===== src/rtl/spi_tx_sequencer_if.sv =====
// SPI master handshake bundle between spi_tx_sequencer and the 16-bit SPI master.
// master modport: sequencer side; slave modport: SPI master side.
interface spi_tx_sequencer_if #(
  parameter int DATA_W = 16
);
  logic              start_transfer;
  logic [DATA_W-1:0] data_to_tx;
  logic [DATA_W-1:0] data_rx;
  logic              transfer_done;
  logic              transfer_busy;

  modport master (
    output start_transfer,
    output data_to_tx,
    input  data_rx,
    input  transfer_done,
    input  transfer_busy
  );

  modport slave (
    input  start_transfer,
    input  data_to_tx,
    output data_rx,
    output transfer_done,
    output transfer_busy
  );
endinterface


===== src/rtl/spi_tx_sequencer.sv =====
// spi_tx_sequencer: TX word FIFO feeding the SPI master one word at a time,
// returning each received word with a one-cycle rx_valid strobe.
// Optional slave echo check enabled by defining SPI_SEQ_ECHO_CHECK_EN.
module spi_tx_sequencer #(
  parameter int DATA_W        = 16,
  parameter int DEPTH         = 8,
  parameter int GAP_CYCLES    = 4,
  parameter int START_TIMEOUT = 255
) (
  input  logic              clk,
  input  logic              reset,
  input  logic              wr_en,
  input  logic [DATA_W-1:0] wr_data,
  output logic              full,
  output logic              empty,
  output logic              seq_busy,
  output logic              rx_valid,
  output logic [DATA_W-1:0] rx_data,
  output logic              overflow,
  output logic              start_timeout,
  output logic              echo_error,
  spi_tx_sequencer_if.master spi
);

  localparam int AW      = $clog2(DEPTH);
  localparam int CNT_MAX = (START_TIMEOUT > GAP_CYCLES) ? START_TIMEOUT : GAP_CYCLES;
  localparam int CW      = $clog2(CNT_MAX + 1);
  localparam logic [AW:0] FULL_CNT = (AW+1)'(DEPTH);

  typedef enum logic [2:0] {IDLE, LOAD, START, XFER, GAP} state_t;

  state_t            state, state_next;
  logic [DATA_W-1:0] mem [DEPTH];
  logic [AW-1:0]     wr_ptr, rd_ptr;
  logic [AW:0]       count;
  logic [CW-1:0]     cnt;
  logic [DATA_W-1:0] tx_word;
  logic              push, pop, start_q, capture, timeout_evt;
  logic              timeout_hit, gap_done;

  assign full        = (count == FULL_CNT);
  assign empty       = (count == '0);
  assign push        = wr_en && !full;
  assign timeout_hit = (cnt == CW'(START_TIMEOUT - 1));
  assign gap_done    = (GAP_CYCLES == 0) || (cnt == CW'(GAP_CYCLES - 1));

  assign spi.start_transfer = start_q;
  assign spi.data_to_tx     = tx_word;

  // FIFO storage; contents are don't-care after reset since pointers clear
  always_ff @(posedge clk) begin
    if (push) mem[wr_ptr] <= wr_data;
  end

  // FIFO pointers, occupancy and sticky overflow
  always_ff @(posedge clk or posedge reset) begin
    if (reset) begin
      wr_ptr   <= '0;
      rd_ptr   <= '0;
      count    <= '0;
      overflow <= 1'b0;
    end else begin
      if (push) wr_ptr <= wr_ptr + 1'b1;
      if (pop)  rd_ptr <= rd_ptr + 1'b1;
      case ({push, pop})
        2'b10:   count <= count + 1'b1;
        2'b01:   count <= count - 1'b1;
        default: ;
      endcase
      if (wr_en && full) overflow <= 1'b1;
    end
  end

  // Sequencer state register
  always_ff @(posedge clk or posedge reset) begin
    if (reset) state <= IDLE;
    else       state <= state_next;
  end

  // Next-state logic; IDLE also reacts to a same-cycle write so LOAD follows the write directly
  always_comb begin
    state_next = state;
    unique case (state)
      IDLE:    if (!empty || push) state_next = LOAD;
      LOAD:    state_next = START;
      START:   if (spi.transfer_busy) state_next = XFER;
               else if (timeout_hit)  state_next = GAP;
      XFER:    if (spi.transfer_done) state_next = GAP;
      GAP:     if (gap_done) state_next = empty ? IDLE : LOAD;
      default: state_next = IDLE;
    endcase
  end

  // State-decoded outputs and internal strobes
  always_comb begin
    start_q     = (state == START);
    seq_busy    = (state != IDLE);
    pop         = (state == LOAD);
    capture     = (state == XFER) && spi.transfer_done;
    timeout_evt = (state == START) && !spi.transfer_busy && timeout_hit;
  end

  // Datapath: wait counter, outgoing word, received word, timeout flag
  always_ff @(posedge clk or posedge reset) begin
    if (reset) begin
      cnt           <= '0;
      tx_word       <= '0;
      rx_data       <= '0;
      rx_valid      <= 1'b0;
      start_timeout <= 1'b0;
    end else begin
      rx_valid <= 1'b0;
      if (state != state_next)                 cnt <= '0;
      else if (state == START || state == GAP) cnt <= cnt + 1'b1;
      if (pop)         tx_word       <= mem[rd_ptr];
      if (timeout_evt) start_timeout <= 1'b1;
      if (capture) begin
        rx_data  <= spi.data_rx;
        rx_valid <= 1'b1;
      end
    end
  end

`ifdef SPI_SEQ_ECHO_CHECK_EN
  logic [DATA_W-1:0] echo_ref;
  logic              echo_armed;

  // Echo check: each capture is compared against the previously transferred word
  always_ff @(posedge clk or posedge reset) begin
    if (reset) begin
      echo_ref   <= '0;
      echo_armed <= 1'b0;
      echo_error <= 1'b0;
    end else if (capture) begin
      if (echo_armed && (spi.data_rx != echo_ref)) echo_error <= 1'b1;
      echo_ref   <= tx_word;
      echo_armed <= 1'b1;
    end else if (timeout_evt) begin
      echo_armed <= 1'b0;
    end
  end
`else
  assign echo_error = 1'b0;
`endif

endmodule


===== src/flat_wrapper.sv =====
// flat-port wrapper written by rule: the top's interface ports become plain ports
module spi_tx_sequencer_flat 
#(
  parameter int DATA_W        = 16,
  parameter int DEPTH         = 8,
  parameter int GAP_CYCLES    = 4,
  parameter int START_TIMEOUT = 255
)
  (clk, reset, wr_en, wr_data, full, empty, seq_busy, rx_valid, rx_data, overflow, start_timeout, echo_error, spi_start_transfer, spi_data_to_tx, spi_data_rx, spi_transfer_done, spi_transfer_busy);
  spi_tx_sequencer_if #(.DATA_W(DATA_W)) spi_i ();
  input  logic clk;
  input  logic reset;
  input  logic wr_en;
  input  logic [DATA_W-1:0] wr_data;
  output logic full;
  output logic empty;
  output logic seq_busy;
  output logic rx_valid;
  output logic [DATA_W-1:0] rx_data;
  output logic overflow;
  output logic start_timeout;
  output logic echo_error;
  output wire logic [$bits(spi_i.start_transfer)-1:0] spi_start_transfer;
  output wire logic [$bits(spi_i.data_to_tx)-1:0] spi_data_to_tx;
  input wire logic [$bits(spi_i.data_rx)-1:0] spi_data_rx;
  input wire logic [$bits(spi_i.transfer_done)-1:0] spi_transfer_done;
  input wire logic [$bits(spi_i.transfer_busy)-1:0] spi_transfer_busy;
  assign spi_start_transfer = spi_i.start_transfer;
  assign spi_data_to_tx = spi_i.data_to_tx;
  assign spi_i.data_rx = spi_data_rx;
  assign spi_i.transfer_done = spi_transfer_done;
  assign spi_i.transfer_busy = spi_transfer_busy;
  spi_tx_sequencer #(.DATA_W(DATA_W), .DEPTH(DEPTH), .GAP_CYCLES(GAP_CYCLES), .START_TIMEOUT(START_TIMEOUT)) u_core (.clk(clk), .reset(reset), .wr_en(wr_en), .wr_data(wr_data), .full(full), .empty(empty), .seq_busy(seq_busy), .rx_valid(rx_valid), .rx_data(rx_data), .overflow(overflow), .start_timeout(start_timeout), .echo_error(echo_error), .spi(spi_i));
endmodule

===== config.mk =====
export PLATFORM = sky130hd
export DESIGN_NAME = spi_tx_sequencer_flat
export DESIGN_NICKNAME = d
export VERILOG_FILES = /design/src/rtl/spi_tx_sequencer_if.sv /design/src/rtl/spi_tx_sequencer.sv /design/src/flat_wrapper.sv
export SDC_FILE = /design/constraint.sdc
export NUM_CORES = 1
export LEC_CHECK = 0
export ABC_AREA = 1
export BUFFER_PORTS_ARGS = -buffer_cell sky130_fd_sc_hd__buf_4
export CAP_MARGIN = 30
export CORE_UTILIZATION = 58
export CTS_CLUSTER_DIAMETER = 80
export CTS_CLUSTER_SIZE = 40
export DETAILED_ROUTE_END_ITERATION = 6
export PLACE_DENSITY = 0.79
export SYNTH_ARGS = -nofsm -noshare
export SYNTH_HDL_FRONTEND = slang
export SYNTH_SLANG_ARGS = --single-unit
export TNS_END_PERCENT = 100

===== constraint.sdc =====
create_clock -name clk -period 2.9 [get_ports clk]
set_input_delay 0.145 -clock clk [delete_from_list [all_inputs] [get_ports clk]]
set_output_delay 0.145 -clock clk [all_outputs]
set_load 0.02 [all_outputs]

==> metrics.md, run 1 <==
| Metric | Value |
|---|---|
| Synth top area share | `52.17%` |
| Max cap viols | `0` |
| Final Setup Violations | `0` |
| Status | `complete, no violations` |
| PnR worst setup slack | `604.3 ps` |
| Final WL | `16490 um` |
| DR WL/cell | `18.10 um` |
| Die Width | `114.7 um` |
| # port buffers | `75` |
| Critical path fanouts, max | `5` |
| Most frequent cells in the layout | `128 x edfxtp_1, 112 x nand2_1, 94 x nor2_1, 88 x buf_4, 56 x dfrtp_1` |
| Final #Nets | `about 780` |
| Pwr dens | `around 1000 nW/um^2` |
| Clock Sink Count | `about 180` |
| FF-to-FF path depth | `11` |
| Clock Tree Buf Depth | `2` |
| FP Rows | `40` |
| Hold slack | `24.92 ps` |
| Hold violation count in the final report | `0` |
| Setup TNS Final | `0 ps` |
| CP arrival | `2610 ps` |
| Multi-input gate area | `1881 sq um` |
| Post-route minimum period | `2296 ps` |
| Average cell area after synthesis | `11.96 sq um` |
| Register area share after synthesis | `71.20%` |
| Fmax | `435.6 MHz` |
| Via count | `5214` |
| Synthesized Nets | `661` |
| DRC viols | `0` |
| FF+latch count, synth | `184` |
| Total GRT Usage | `26.89%` |
| Critical path startpoint category | `register` |
| Relative slew slack | `53.56%` |
| Die span in y | `114.7 um` |
| First-pass iteration count of the detailed router | `6` |
| Vias in the first global route | `5253` |
| First-pass GRT wire length | `25920 um` |
| Fin util | `roughly 75%` |
| Crit share post-route | `between 70% and 80%` |
| Share of cells above drive strength 1 | `a little under a fifth` |
| Post-placement setup slack | `667.3 ps` |
| Placeable Area | `between 10000 and 15000 sq um` |
| Starting Density | `between 60 and 70%` |
| Synthesized area | `roughly 7400 sq um` |
| Routability cong. | `0.8248` |
| Clock root cell | `clkbuf_16` |
| Pins Over Slew Limit | `0` |
| Reg2reg start | `u_core.count[0]` |
| Worst skew pair latency | `~430 ps` |
| Top cells by area, synth | `edfxtp_1 52%, dfrtp_1 19%, nand2_1 5.7%, nor2_1 4.8%, o21ai_0 3.5%` |
| Gr ovfl total | `0` |
| Crit path capture type | `register` |
| Antenna cells | `0` |
| DRT iter0 DRCs | `about 490` |
| HPWL after detailed placement | `roughly 9700 um` |
| LEAKAGE | `3.644 nW` |
| Setup Skew | `6.074 ps` |
| Initial antenna violation count | `0` |
| CTS tree | `yes` |
| Mapped Cells | `~600` |
| Clock transition at the registers of the reported paths | `60 ps` |
| Register area | `5245 sq um` |
| Top Ports | `77` |
| Largest net degree at the start of global routing | `67` |
| Cell variety after synth | `33` |
| Post-DR vias/cell | `5.723` |
| Slew @ Worst Pin | `695.6 ps` |
| Post-route ant nets | `0` |
| Most common cell after layout, fill and taps aside | `edfxtp_1` |
| R2R Path End | `u_core.count[3]` |
| WS Path Type | `reg -> reg` |
| Hold crit path type | `in -> reg` |
| RSZ-0062 raised after global routing | `false` |
| Ys Warns | `0` |
| Layout area overhead | `23.78%` |
| Yosys top cell by area | `edfxtp_1` |
| DIE AREA | `13160 sq um` |
| H-tree depth | `4` |
| Crit. Startpoint | `u_core.count[0]` |
| Reg2reg setup slack | `between 600 and 700 ps` |
| Crit path to | `u_core.count[3]` |
| WP data required | `3210 ps` |
| CTS buffer count | `17` |
| Max IR drop VDD | `0.5424 mV` |
| Fill cells | `756` |
## per-layer routing
layer	GRT usage (%)	routed length [um]	up-vias
met2	45.62	8447	273
met3	5.347	1289	32
li1	-	-	2393
met4	12.12	328	0
met1	33.76	6426	2516
met5	0	0	-
## where the power goes
part	total, W	leakage, nW	internal [W]	switching [W]
Sequential	0.00369	1.86	0.00342	0.000270
Combinational	0.00330	1.48	0.00112	0.00218
Clock	0.00243	0.303	0.00147	0.000956
Total	0.00943	3.64	0.00602	0.00341
## cell families (layout without fill, tap and decap cells)
group	count (synthesis)	in the layout	synth area share, %
and+or+nand+nor	228	228	12.35
buffers and inverters	59	186	3.278
other	1	1	0.05090
xor gates and xnor gates	13	13	1.546
muxes	1	1	0.1528
AOI/OAI and AO/OA	122	122	9.970
DFF	184	184	71.20
adders and majority gates	8	8	1.461
## flip-flops by register name, indices dropped and copies added (netlist names)
signal                 cells
u_core.rx_valid            1
u_core.state               3
u_core.start_timeout       1
u_core.rx_data            16
u_core.cnt                 8
u_core.count               4
u_core.rd_ptr              3
u_core.wr_ptr              3
u_core.spi.data_to_tx     16
u_core.mem               128
u_core.overflow            1
## layout make-up
| type | instances | share of cell area (%) |
|---|---|---|
| clock buffer | 18 | 4.816 |
| inverter | 31 | 1.276 |
| tap | 168 | 2.305 |
| sequential | 184 | 57.52 |
| timing repair buffer | 123 | 11.31 |
| multi-input combinational | 373 | 20.62 |
| clock inverter | 14 | 2.154 |
## critical path, stage by stage (launching register included)
cell and delay, ps:
dfrtp_1 400, nor2_1 90, nand3_1 110, inv_2 60, nor2_2 180, inv_2 70, ha_1 260, ha_1 370
nand2_1 70, o21ai_0 230, xor2_1 100, mux2_2 260
## synth_stat cells
| library cell | number |
|---|---|
| edfxtp_1 | 128 |
| dfrtp_1 | 56 |
| nor3_2 | 1 |
| o22ai_1 | 16 |
| nor2_1 | 94 |
| o21bai_1 | 1 |
| fa_1 | 1 |
| o221ai_1 | 16 |
| nand3_1 | 8 |
| nand2_2 | 2 |
| buf_1 | 1 |
| ha_1 | 7 |
| inv_1 | 23 |
| clkbuf_1 | 13 |
| clkinv_1 | 1 |
| o211ai_1 | 16 |
| o21ai_0 | 51 |
| a31oi_1 | 1 |
| buf_2 | 13 |
| nor3_1 | 2 |
| nor2_2 | 1 |
| inv_2 | 7 |
| conb_1 | 1 |
| a21oi_1 | 1 |
| or2_1 | 1 |
| xnor2_1 | 3 |
| nand4_1 | 5 |
| nand2_1 | 112 |
| mux2_2 | 1 |
| o21ai_1 | 20 |
| buf_4 | 1 |
| xor2_1 | 10 |
| nand3_2 | 2 |
## what timing repair did
action / CTS / global route
setup buffers: 0 / 0
endpoints found under the hold margin: 158 / 0
resized for setup: 0 / 0
hold buffers: 33 / 0
## worst min path at each step
stage,start,to,depth (start not counted)
floorplan,wr_data[0],u_core.mem[0][0],0
global placement,spi_data_rx[5],u_core.rx_data[5],3
detailed placement,reset,u_core.rx_data[7],2
CTS,wr_en,u_core.overflow,3
global route,wr_en,u_core.overflow,3
finish,wr_en,u_core.overflow,3
## metrics by stage
stage                     cell area, sq um  instances  total power, W
after floorplan                       7367        616        0.005809
after global placement                8133        845        0.006759
after detailed placement              8153        846        0.006950
after CTS                             9119        911        0.009433
after global routing                  9119        911        0.009933
final                                 9119        911        0.009426
(Power assumes the default switching activity.)
==> run 2, diff against run 1 <==
CORE_UTILIZATION = 53   (was 58)
PLACE_DENSITY = 0.76   (was 0.79)
clock period = 2 ns   (was 2.9 ns; I/O delays follow)
==> run 2 against run 1 <==
Against the previous run:
- non-clock buffer count rose by 17
- register-to-register slack worse by 510 ps
- clock-buffer cell count is 1 lower
- clock power increased by 30%
- clock skew increased by 5.4 ps
- core utilization shrank 5.1 points
- via count down 1.2%
- global-route usage down 3.2 points
- critical path depth did not move
==> metrics.md, run 2 (synthesis results as in run 1) <==
| Metric | Value |
|---|---|
| Routability cong. | `0.8235` |
| Family with the most delay on the worst path | `flip-flops` |
| DR WL/cell | `around 17 um` |
| Fmax | `524.5 MHz` |
| LEAKAGE | `~3.7 nW` |
| Clock Sink Count | `184` |
| Crit path capture type | `register` |
| Clock root cell | `clkbuf_16` |
| Via count | `5153` |
| Largest net degree at the start of global routing | `42` |
| Die Width | `119.9 um` |
| Clock Tree Buf Depth | `2` |
| Finished Layout Cells | `936` |
| Register area | `5245 sq um` |
| Reg2reg start | `u_core.count[1]` |
| Internal | `between 0.008 and 0.009 W` |
| Setup Skew | `between 10 and 15 ps` |
| Final Setup Violations | `0` |
| HPWL after detailed placement | `9819 um` |
| Logic pwr share | `37.8%` |
| WS Path Type | `reg -> reg` |
| Initial antenna violation count | `0` |
| DIE AREA | `14380 sq um` |
| Post-route ant nets | `0` |
| Slew @ Worst Pin | `573.3 ps` |
| CTS buffer count | `17` |
| Crit path to | `u_core.count[3]` |
| Hold violation count in the final report | `0` |
| CP arrival | `2220 ps` |
| H-tree depth | `4` |
| Gr ovfl total | `0` |
| Status | `complete, no violations` |
| Placeable Area | `13400 sq um` |
| P_sw | `0.004979 W` |
| Critical path startpoint category | `register` |
| Most common cell after layout, fill and taps aside | `edfxtp_1` |
| Seq pwr share | `between 30% and 40%` |
| Post-DR vias/cell | `5.505` |
| Crit. Startpoint | `u_core.count[1]` |
| DRT iter0 DRCs | `390` |
| Max cap viols | `0` |
| Clock transition at the registers of the reported paths | `70 ps` |
| Clock share of power | `between 20% and 30%` |
| Crit share post-route | `95.33%` |
| Reg2reg setup slack | `between 90 and 100 ps` |
| Worst skew pair latency | `~420 ps` |
| Top Ports | `77` |
| Stages on worst setup path | `11` |
| DRC viols | `0` |
| # port buffers | `75` |
| RSZ-0062 raised after global routing | `true` |
| Top cell by count, worst path | `ha_4` |
| First-pass iteration count of the detailed router | `5` |
| Pwr dens | `roughly 1500 nW/um^2` |
| Setup TNS Final | `0 ps` |
| Hold Crit Start | `spi_transfer_busy` |
| Fill cells | `912` |
| Final WL | `16170 um` |
| Most frequent cells in the layout | `128 x edfxtp_1, 111 x nand2_1, 98 x buf_4, 93 x nor2_1, 56 x dfrtp_1` |
| Final #Nets | `792` |
| Critical path fanouts, max | `4` |
| FP Rows | `42` |
| Die span in y | `between 100 and 150 um` |
| Post-placement cell count | `865` |
| CTS tree | `yes` |
| Hold slack | `34.72 ps` |
| Antenna cells | `0` |
| Total GRT Usage | `23.68%` |
| Pins Over Slew Limit | `0` |
| Crit-path cells | `nor2_2, nand3_2, inv_4, nor2_4, inv_2, ha_4, ha_4, a21oi_2, o21ai_1, xor2_1, mux2_2` |
| First-pass GRT wire length | `25440 um` |
| Max reg flops | `128` |
| CP peak stage delay | `approximately 390 ps` |
| Vias in the first global route | `around 5000` |
| Share of cells above drive strength 1 | `20.39%` |
| WP data required | `2310 ps` |
| Hold crit path type | `in -> reg` |
| Net Sw Frac | `between 30% and 40%` |
| Starting Density | `54.98%` |
| Slowest-stage cell, CP | `dfrtp_1` |
| Register with the most flip-flops | `u_core.mem` |
| Combined buffer and inverter count along the critical path | `2` |
| Layout area overhead | `26.49%` |
| FF-to-FF path depth | `11` |
| Fin util | `69.54%` |
| Relative slew slack | `61.72%` |
| R2R Path End | `u_core.count[3]` |
| Max IR drop VDD | `0.8860 mV` |
| Post-route minimum period | `~1900 ps` |
| Multi-input gate area | `1938 sq um` |
## run 2: changes by cell type in the layout (fill, tap and decap cells not counted), sizes merged, moves of 2 or more
cell	delta
buf	+16
bufinv	-2
clkinv	+4
inv	-2
## run 2: final cells by class
class | count | area share (%)
flip-flops and latches | 184 | 56.28
multi-input cells | 373 | 20.80
repair buffers | 140 | 13.27
clock buffers | 17 | 4.565
well taps | 176 | 2.363
clock inverters | 15 | 1.450
inverters | 31 | 1.276
## run 2: worst min path at each step
stage / end / slack (ps) / cells after the start
6_report: u_core.start_timeout / 30 / 4
5_1_grt: u_core.start_timeout / 30 / 4
4_1_cts: u_core.start_timeout / 6 / 4
3_5_place_dp: u_core.rx_data[6] / 190 / 2
3_3_place_gp: u_core.rx_data[1] / 180 / 2
2_1_floorplan: u_core.mem[0][0] / 200 / 0
## run 2: per-layer routing
metal	part of all wire, %	GRT usage [%]	up-vias
met5	0	0	-
met4	1.5	8.125	0
met3	5.6	3.850	21
met2	49	40.34	193
met1	44	30.86	2522
li1	-	-	2417
## run 2: what timing repair did
item                                   in CTS  in global routing
endpoints found under the hold margin     170                  0
hold buffers                               34                  0
pin swaps                                   1                  1
gates resized for setup                     1                  4
setup endpoints to repair                   1                  9
setup buffers                               5                  0
## run 2: worst reg2reg max path: stages (launching register included)
cell and delay (ps):
dfrtp_1 390, nor2_2 140, nand3_2 110, inv_4 80, nor2_4 30, inv_2 80
ha_4 170, ha_4 210, a21oi_2 110, o21ai_1 80, xor2_1 140, mux2_2 260
## run 2: power groups by stage
stage	Combinational [W]	Sequential, W	Clock (W)
2_1_floorplan	0.00273	0.00577	0
3_3_place_gp	0.00474	0.00537	0
3_5_place_dp	0.00497	0.00541	0
4_1_cts	0.00512	0.00534	0.00322
5_1_grt	0.00566	0.00542	0.00335
6_report	0.00517	0.00535	0.00317
## run 2: stage by stage
stage	instance area, sq um	power (W)	worst slack, ps
3_3_place_gp	8354	0.01011	35.22
4_1_cts	9293	0.01369	27.65
3_5_place_dp	8354	0.01038	3.593
2_1_floorplan	7407	0.008498	-118.3
5_1_grt	9319	0.01444	-31.27
6_report	9319	0.01370	93.41
